## src/rtl/alu_op_sequencer_if.sv

```systemverilog
// alu_op_sequencer_if: command, ALU-drive and result channels of the ALU
// operation sequencer.
// The slave modport is the sequencer's view. The master modport is the view of
// the environment: the command source, the ALU and the result sink.
interface alu_op_sequencer_if #(
    parameter int WIDTH = 32
);
    // Command channel
    logic             cmd_valid;
    logic             cmd_ready;
    logic [2:0]       cmd_op;
    logic [WIDTH-1:0] cmd_a;
    logic [WIDTH-1:0] cmd_b;

    // ALU drive and return
    logic [WIDTH-1:0] alu_a;
    logic [WIDTH-1:0] alu_b;
    logic             alu_s0;
    logic             alu_s1;
    logic             alu_s2;
    logic [WIDTH-1:0] alu_f;

    // Result channel and status
    logic             res_valid;
    logic             res_ready;
    logic [WIDTH-1:0] res_data;
    logic [2:0]       res_op;
    logic             busy;

    modport slave (
        input  cmd_valid, cmd_op, cmd_a, cmd_b, alu_f, res_ready,
        output cmd_ready, alu_a, alu_b, alu_s0, alu_s1, alu_s2,
               res_valid, res_data, res_op, busy
    );

    modport master (
        output cmd_valid, cmd_op, cmd_a, cmd_b, alu_f, res_ready,
        input  cmd_ready, alu_a, alu_b, alu_s0, alu_s1, alu_s2,
               res_valid, res_data, res_op, busy
    );
endinterface

```

## src/rtl/alu_op_sequencer.sv

```systemverilog
// alu_op_sequencer: sequential front-end for a combinational 8-op ALU.
// Operation:
//   - Latch a command and drive it to the ALU.
//   - Wait a settle time that depends on the op group.
//   - Register F and hand it downstream over valid/ready.
// Optional feature macro ALU_SEQ_OP_COUNT_EN:
//   - Adds op_count[15:0], a wrapping count of result handshakes.
module alu_op_sequencer #(
    parameter int WIDTH    = 32,
    parameter int ADD_WAIT = 1,
    parameter int MUL_WAIT = 3
) (
    input  logic              clk,
    input  logic              rst_n,
`ifdef ALU_SEQ_OP_COUNT_EN
    output logic [15:0]       op_count,
`endif
    alu_op_sequencer_if.slave bus
);

    localparam logic [1:0] S_IDLE   = 2'd0;
    localparam logic [1:0] S_SETTLE = 2'd1;
    localparam logic [1:0] S_HOLD   = 2'd2;

    localparam logic [3:0] LP_ADD_WAIT = 4'(ADD_WAIT);
    localparam logic [3:0] LP_MUL_WAIT = 4'(MUL_WAIT);

    logic [1:0]       r_state;
    logic [3:0]       r_cnt;
    logic [WIDTH-1:0] r_alu_a;
    logic [WIDTH-1:0] r_alu_b;
    logic [2:0]       r_alu_op;
    logic             r_res_valid;
    logic [WIDTH-1:0] r_res_data;
    logic [2:0]       r_res_op;

    logic             w_accept;
    logic             w_capture;
    logic             w_res_done;
    logic [3:0]       w_wait_load;

    assign w_accept    = (r_state == S_IDLE) && bus.cmd_valid;
    assign w_capture   = (r_state == S_SETTLE) && (r_cnt == 4'd1);
    assign w_res_done  = (r_state == S_HOLD) && bus.res_ready;
    // The multiply group (op[2]=1) needs the longer settle time.
    assign w_wait_load = bus.cmd_op[2] ? LP_MUL_WAIT : LP_ADD_WAIT;

    // State register and settle counter.
    always_ff @(posedge clk or negedge rst_n) begin
        if (!rst_n) begin
            r_state <= S_IDLE;
            r_cnt   <= 4'd0;
        end else begin
            case (r_state)
                S_IDLE: begin
                    if (bus.cmd_valid) begin
                        r_state <= S_SETTLE;
                        r_cnt   <= w_wait_load;
                    end
                end
                S_SETTLE: begin
                    r_cnt <= r_cnt - 4'd1;
                    if (r_cnt == 4'd1) begin
                        r_state <= S_HOLD;
                    end
                end
                S_HOLD: begin
                    if (bus.res_ready) begin
                        r_state <= S_IDLE;
                    end
                end
                default: begin
                    r_state <= S_IDLE;
                    r_cnt   <= 4'd0;
                end
            endcase
        end
    end

    // ALU operands and opcode change only when a command is accepted.
    always_ff @(posedge clk or negedge rst_n) begin
        if (!rst_n) begin
            r_alu_a  <= '0;
            r_alu_b  <= '0;
            r_alu_op <= 3'd0;
        end else if (w_accept) begin
            r_alu_a  <= bus.cmd_a;
            r_alu_b  <= bus.cmd_b;
            r_alu_op <= bus.cmd_op;
        end
    end

    // Result register: capture F at the end of the settle time, then hold until taken.
    always_ff @(posedge clk or negedge rst_n) begin
        if (!rst_n) begin
            r_res_valid <= 1'b0;
            r_res_data  <= '0;
            r_res_op    <= 3'd0;
        end else if (w_capture) begin
            r_res_valid <= 1'b1;
            r_res_data  <= bus.alu_f;
            r_res_op    <= r_alu_op;
        end else if (w_res_done) begin
            r_res_valid <= 1'b0;
        end
    end

`ifdef ALU_SEQ_OP_COUNT_EN
    logic [15:0] r_op_count;

    // Count completed result handshakes, wrapping naturally at 16 bits.
    always_ff @(posedge clk or negedge rst_n) begin
        if (!rst_n) begin
            r_op_count <= 16'd0;
        end else if (r_res_valid && bus.res_ready) begin
            r_op_count <= r_op_count + 16'd1;
        end
    end

    assign op_count = r_op_count;
`endif

    assign bus.cmd_ready = (r_state == S_IDLE);
    assign bus.busy      = (r_state != S_IDLE);
    assign bus.alu_a     = r_alu_a;
    assign bus.alu_b     = r_alu_b;
    assign bus.alu_s0    = r_alu_op[0];
    assign bus.alu_s1    = r_alu_op[1];
    assign bus.alu_s2    = r_alu_op[2];
    assign bus.res_valid = r_res_valid;
    assign bus.res_data  = r_res_data;
    assign bus.res_op    = r_res_op;

endmodule

```

## src/flat_wrapper.sv

```systemverilog
// flat-port wrapper written by rule: the top's interface ports become plain ports
module alu_op_sequencer_flat 
#(
    parameter int WIDTH    = 32,
    parameter int ADD_WAIT = 1,
    parameter int MUL_WAIT = 3
)
  (clk, rst_n, bus_cmd_valid, bus_cmd_op, bus_cmd_a, bus_cmd_b, bus_alu_f, bus_res_ready, bus_cmd_ready, bus_alu_a, bus_alu_b, bus_alu_s0, bus_alu_s1, bus_alu_s2, bus_res_valid, bus_res_data, bus_res_op, bus_busy);
  alu_op_sequencer_if #(.WIDTH(WIDTH)) bus_i ();
  input  logic clk;
  input  logic rst_n;
  input wire logic [$bits(bus_i.cmd_valid)-1:0] bus_cmd_valid;
  input wire logic [$bits(bus_i.cmd_op)-1:0] bus_cmd_op;
  input wire logic [$bits(bus_i.cmd_a)-1:0] bus_cmd_a;
  input wire logic [$bits(bus_i.cmd_b)-1:0] bus_cmd_b;
  input wire logic [$bits(bus_i.alu_f)-1:0] bus_alu_f;
  input wire logic [$bits(bus_i.res_ready)-1:0] bus_res_ready;
  output wire logic [$bits(bus_i.cmd_ready)-1:0] bus_cmd_ready;
  output wire logic [$bits(bus_i.alu_a)-1:0] bus_alu_a;
  output wire logic [$bits(bus_i.alu_b)-1:0] bus_alu_b;
  output wire logic [$bits(bus_i.alu_s0)-1:0] bus_alu_s0;
  output wire logic [$bits(bus_i.alu_s1)-1:0] bus_alu_s1;
  output wire logic [$bits(bus_i.alu_s2)-1:0] bus_alu_s2;
  output wire logic [$bits(bus_i.res_valid)-1:0] bus_res_valid;
  output wire logic [$bits(bus_i.res_data)-1:0] bus_res_data;
  output wire logic [$bits(bus_i.res_op)-1:0] bus_res_op;
  output wire logic [$bits(bus_i.busy)-1:0] bus_busy;
  assign bus_i.cmd_valid = bus_cmd_valid;
  assign bus_i.cmd_op = bus_cmd_op;
  assign bus_i.cmd_a = bus_cmd_a;
  assign bus_i.cmd_b = bus_cmd_b;
  assign bus_i.alu_f = bus_alu_f;
  assign bus_i.res_ready = bus_res_ready;
  assign bus_cmd_ready = bus_i.cmd_ready;
  assign bus_alu_a = bus_i.alu_a;
  assign bus_alu_b = bus_i.alu_b;
  assign bus_alu_s0 = bus_i.alu_s0;
  assign bus_alu_s1 = bus_i.alu_s1;
  assign bus_alu_s2 = bus_i.alu_s2;
  assign bus_res_valid = bus_i.res_valid;
  assign bus_res_data = bus_i.res_data;
  assign bus_res_op = bus_i.res_op;
  assign bus_busy = bus_i.busy;
  alu_op_sequencer #(.WIDTH(WIDTH), .ADD_WAIT(ADD_WAIT), .MUL_WAIT(MUL_WAIT)) u_core (.clk(clk), .rst_n(rst_n), .bus(bus_i));
endmodule
```

## config.mk

```make
export PLATFORM = sky130hd
export DESIGN_NAME = alu_op_sequencer_flat
export DESIGN_NICKNAME = d
export VERILOG_FILES = /design/src/rtl/alu_op_sequencer_if.sv /design/src/rtl/alu_op_sequencer.sv /design/src/flat_wrapper.sv
export SDC_FILE = /design/constraint.sdc
export NUM_CORES = 1
export LEC_CHECK = 0
export BUFFER_PORTS_ARGS = -buffer_cell sky130_fd_sc_hd__buf_4
export CORE_ASPECT_RATIO = 1.25
export CORE_MARGIN = 10
export CORE_UTILIZATION = 30
export DETAILED_ROUTE_END_ITERATION = 7
export GPL_ROUTABILITY_DRIVEN = 0
export HOLD_SLACK_MARGIN = 0.02
export SLEW_MARGIN = 20
export SYNTH_ARGS = -nofsm -noshare
export SYNTH_HDL_FRONTEND = slang
export SYNTH_SLANG_ARGS = --single-unit
```

## constraint.sdc

```tcl
create_clock -name clk -period 3.9 [get_ports clk]
set_clock_uncertainty 0.15 [all_clocks]
set_input_delay 0.39 -clock clk [delete_from_list [all_inputs] [get_ports clk]]
set_output_delay 0.39 -clock clk [all_outputs]
set_load 0.01 [all_outputs]
```

# [Word level (Yosys, flattened, before mapping)]
# Cells that the tools add are included.
[classes] add_sub_neg=1 muxes=9 n_reduce_logical=8 bitwise=1 n_eq_ne=6
[ops] operator="4-bit case mux with 3 select lines" n=1
[ops] operator="2-bit two-way mux" n=4
[ops] operator="2-bit inequality test, second input constant" n=3
[ops] operator="2-bit case mux with 3 select lines" n=1
[ops] operator="4-bit by 1-bit equality test with 1-bit output, second input constant" n=1
[ops] operator="4-bit two-way mux" n=1
[ops] operator="2-bit nonzero test" n=2
[ops] operator="4-bit by 1-bit subtractor with 4-bit output, second input constant" n=1
[ops] operator="1-bit logical AND" n=3
[ops] operator="3-bit AND reduction" n=1
[ops] operator="2-bit by 1-bit equality test with 1-bit output, second input constant" n=1
[ops] operator="2-bit equality test, second input constant" n=1
[ops] operator="2-bit logical NOT" n=1
[ops] operator="1-bit two-way mux" n=2
[ops] operator="2-bit AND reduction" n=1
[ops] operator="1-bit NOT" n=1
[word_totals] out_inout_bits=105 word_cells=33 input_bits=103 ff_bits=109

# [Logic depth before layout (Yosys ltp)]
[depth] ltp_word=4 ltp_mapped=8 mapped_depth_nobuf=5

# [Worst setup path before layout]
# No wires, ideal clock.
[synth_path] path_kind="register to register" start="register u_core.r_state[0]" end="register u_core.r_alu_a[26], in the netlist u_core.bus.alu_a[26]" period_less_slack_ns=1.880 slack_ns=2.020 path_stages_with_launch=9 setup_time_ns=0.125 arrival_time_ns=1.605 cell_sequence="dfrtp_1 buf_6 or2_4 inv_2 and2_4 buf_6 buf_12 buf_12 mux2_4"
[synth_via] elab_chain_len=2
[synth_rtl] item="start, declared" line="alu_op_sequencer.sv:28" text="logic [1:0] r_state;"
[synth_rtl] item="start signal, assigned" line="alu_op_sequencer.sv:51" text="r_state <= S_IDLE;"
[synth_rtl] item="start signal, assigned" line="alu_op_sequencer.sv:57" text="r_state <= S_SETTLE;"
[synth_rtl] item="start signal, assigned" line="alu_op_sequencer.sv:64" text="r_state <= S_HOLD;"
[synth_rtl] item="2-bit logical NOT"
[synth_rtl] item="named net bus_cmd_ready" line="flat_wrapper.sv:18" text="output wire logic [$bits(bus_i.cmd_ready)-1:0] bus_cmd_ready;"
[synth_rtl] item="1-bit logical AND" line="alu_op_sequencer.sv:42" text="assign w_accept = (r_state == S_IDLE) && bus.cmd_valid;"
[synth_rtl] item="end signal, assigned" line="alu_op_sequencer.sv:87" text="r_alu_a <= bus.cmd_a;"
[synth_rtl] item="end, declared" line="alu_op_sequencer.sv:30" text="logic [WIDTH-1:0] r_alu_a;"
# The timed path passes the listed nets, and every way through them passes these cells.
# A chain may end at the register's enable or synchronous reset.

# [Final worst setup path]
[layout_path] start="register u_core.r_state[0]" end="register u_core.r_alu_a[31], in the netlist u_core.bus.alu_a[31]"
[layout_via] elab_chain_len=2
[layout_rtl] item="2-bit logical NOT" line="alu_op_sequencer.sv:42"
[layout_rtl] item="1-bit logical AND" line="alu_op_sequencer.sv:42"
# No other way between the ends.

==> flow_summary_export.csv <==
group,metric,value,unit
pwr,power_frac_comb,45.1,%
global_routing,grt_first_pass_wirelength,17800,um
cts,postCtsSetupBuffers,0,
floorplanning,fp.dieH,155,um
cts,ctsHoldBuffers,0,
pwr,power.total,5.35,mW
global_routing,grt_max_degree,83,
setup_path,path_max_fanout,67,
layout,layout_common_cells,"buf_4 (208), dfrtp_1 (109), mux2_2 (46)",
route,drc,0,
layout,diodes,0,
pwr,internal_power,3.67,mW
setup_path,r2r_cells,4,
pwr,swShare,31.3,%
place,io_buffers,207,
timing,relSlewSlack,28.4,%
floorplanning,initial_utilization,30.5,%
timing,rsz0062_at_grt,"false",
timing,fin_tns_setup,0,ns
worst_hold_path,hp-class,"in2reg",
layout,multi_input_area,1450,um2
timing,hold_violations,0,
route,viasPerCell,4.43,
cts,clock-root-buffer,"clkbuf_16",
synth,synthesis.nets,356,
layout,drive_above_1_share,65.6,%
synth,synth_area_per_cell,17.3,um2
pwr,vdd_ir_drop_max,0.316,mV
pwr,clock_power_share,16.7,%
global_routing,grt_remaining_overflow,0,
setup_path,crit_buf_inv,1,
synth,yosysSeqAreaShare,62.6,%
route,firstDrtPassIters,4,
setup_path,worstSetupStartpointType,"flip-flop",
floorplanning,core,14300,um2
setup_path,reg2reg_to,"u_core.bus.alu_a[31]$_DFFE_PN0P_",
floorplanning,num_rows,49,
cts,cts_resized,0,
setup_path,cpMaxStageDelayCell,"and2_4",
route,drtIter0Drc,78,
synth,synth.ff_latch_count,109,
route,vias,2838,
setup_path,crit_family,"simple AND/OR/NAND/NOR gates",
floorplanning,io_pins,208,
setup_path,r2r-start,"u_core.r_state[0]$_DFFE_PN0P_",
timing,finalWorstSetupSlack,1.50,ns
setup_path,reg2reg_slack,1.50,ns
global_routing,grt_pass1_vias,3205,
setup_path,crit_type,"reg2reg",
run_status,status,"completed",
setup_path,path_cells,"or2_4, inv_2, and2_4, mux2_2",
timing,fmax,416,MHz
place,dp_worst_setup_slack,1.45,ns
cts,cts_tree,"built",
setup_path,worstPathRequired,3.98,ns
worst_hold_path,holdPathStages,2,
timing,finalCritPeriodShare,61.6,%
place,postPlaceCellArea,5990,um2
pwr,cellPowerDensity,851,nW/um2
route,ant_nets,0,
layout,seq_area,2730,um2
setup_path,cp.arrival,2.49,ns
timing,drv_slew,0,
synth,syn-cell-area,4350,um2
worst_hold_path,holdPathEnd,"u_core.bus.res_data[16]$_DFFE_PN0P_",
floorplanning,fp.dieW,128,um
setup_path,slowest_delay,0.84,ns
worst_hold_path,min-delay-start,"bus_alu_f[16]",
place,hpwl,8820,um
cts,clk_pin_slew,0.07,ns
pwr,p_leak,3.03,nW
cts,numCtsBuffers,9,
synth,synth_cell_types,26,
pwr,p_switching,1.67,mW
global_routing,grt_usage,11.6,%
layout,areaGrowthSynthToFinish,44.3,%
cts,clk_latency,0.35,ns
layout,fillers,1335,
global_routing,antenna_found_initial,0,
synth,yosys_warnings,0,
route,wire_per_inst,18.0,um
cts,h-tree-depth,3,
timing,min_period,2.40,ns
setup_path,crit_path_end_kind,"flip-flop",
synth,postSynthCellCount,251,
pwr,seqPwrFrac,38.2,%
cts,clockBufferDepth,2,
layout,final_area,6280,um2
layout,fin_nets,564,
timing,setup_viol,0,
floorplanning,die_area,19800,um2
layout,final_common_cell,"buf_4",
cts,numClockSinks,109,
route,routed_wl,11500,um
job,cap_violations,0,
timing,max_slew.worst_pin.slew,1.07,ns
## cells in the mapped netlist
library cell,number,area (um2)
dfrtp_1,109,2730
mux2_2,46,518
mux2_4,30,450
mux2_1,26,293
buf_6,5,56.3
buf_12,4,80.1
buf_4,4,30.0
inv_1,4,15.0
ha_1,2,25.0
mux2i_1,2,20.0
nor2b_1,2,12.5
o32ai_1,2,17.5
xnor2_1,2,17.5
a21o_1,1,7.51
and2_4,1,8.76
and4bb_2,1,12.5
inv_2,1,3.75
nand2b_1,1,6.26
nand3b_1,1,7.51
nor2_1,1,3.75
nor3_1,1,5.00
nor3b_1,1,7.51
o21bai_1,1,7.51
o22ai_1,1,6.26
or2_2,1,6.26
or2_4,1,8.76
## registers in the layout, summed over array words and instances, names as in the netlist
register              cells
u_core.bus.alu_a         32
u_core.bus.res_valid      1
u_core.r_state            2
u_core.bus.res_op         3
u_core.bus.res_data      32
u_core.r_cnt              4
u_core.bus.alu_b         32
u_core.r_alu_op           3
## routing by layer
layer	vias to the layer above	global-route usage [%]	share of wire, %
li1	1288	-	-
met1	1421	11.9	36
met2	115	20.1	54
met3	14	4.17	8.0
met4	0	5.91	2.5
met5	-	0	0
## power groups by stage
stage,combinational [mW],clock (mW),sequential [mW]
global placement,2.44,0,2.05
global route,2.62,0.983,2.12
finish,2.41,0.891,2.04
floorplan,1.09,0,2.28
CTS,2.49,0.936,2.05
detailed placement,2.48,0,2.07
## how the worst max path moves through the flow
stage                                  start                                  to  slack [ns]  cells after the start
6_report       u_core.r_state[0]$_DFFE_PN0P_    u_core.bus.alu_a[31]$_DFFE_PN0P_        1.50                      4
5_1_grt        u_core.r_state[0]$_DFFE_PN0P_     u_core.bus.alu_a[2]$_DFFE_PN0P_        1.35                      4
4_1_cts          u_core.r_cnt[1]$_DFFE_PN0P_  u_core.bus.res_data[4]$_DFFE_PN0P_        1.45                      5
3_5_place_dp     u_core.r_cnt[1]$_DFFE_PN0P_  u_core.bus.res_data[4]$_DFFE_PN0P_        1.45                      5
3_3_place_gp   u_core.r_state[0]$_DFFE_PN0P_     u_core.bus.alu_a[3]$_DFFE_PN0P_        1.50                      4
2_1_floorplan  u_core.r_state[0]$_DFFE_PN0P_    u_core.bus.alu_a[26]$_DFFE_PN0P_        2.02                      8
## cell families (layout without fill, tap and decap cells)
family                     count (synthesis)  in the layout  synth area share, %
xor gates and xnor gates                   2              2                0.402
muxes                                    104            104                 29.4
and+or+nand+nor                           11             11                 1.81
AOI/OAI and AO/OA                          5              5                0.891
adders and majority gates                  2              2                0.575
DFF                                      109            109                 62.6
buffers and inverters                     18            229                 4.25
## per-stage QoR
stage / std cells / hold WS (ns) / util [%]
after global routing: 640 / 0.0932 / 44.0
after floorplan: 251 / -0.0556 / -
final: 640 / 0.104 / 44.0
after global placement: 625 / 0.315 / 41.9
after CTS: 639 / 0.0878 / 43.9
after detailed placement: 625 / 0.317 / 41.9
## final cells by class
cell class / count / share of cell area, %
well taps: 178 / 3.55
flip-flops and latches: 109 / 43.4
clock inverters: 2 / 0.558
repair buffers: 210 / 25.2
clock buffers: 12 / 3.92
inverters: 5 / 0.299
multi-input cells: 124 / 23.1
## worst register-to-register path, stage by stage, from the launching register on
cell and delay (ns):
dfrtp_1 0.48, or2_4 0.30, inv_2 0.05, and2_4 0.84, mux2_2 0.47
Power figures use the tool's default switching activity.
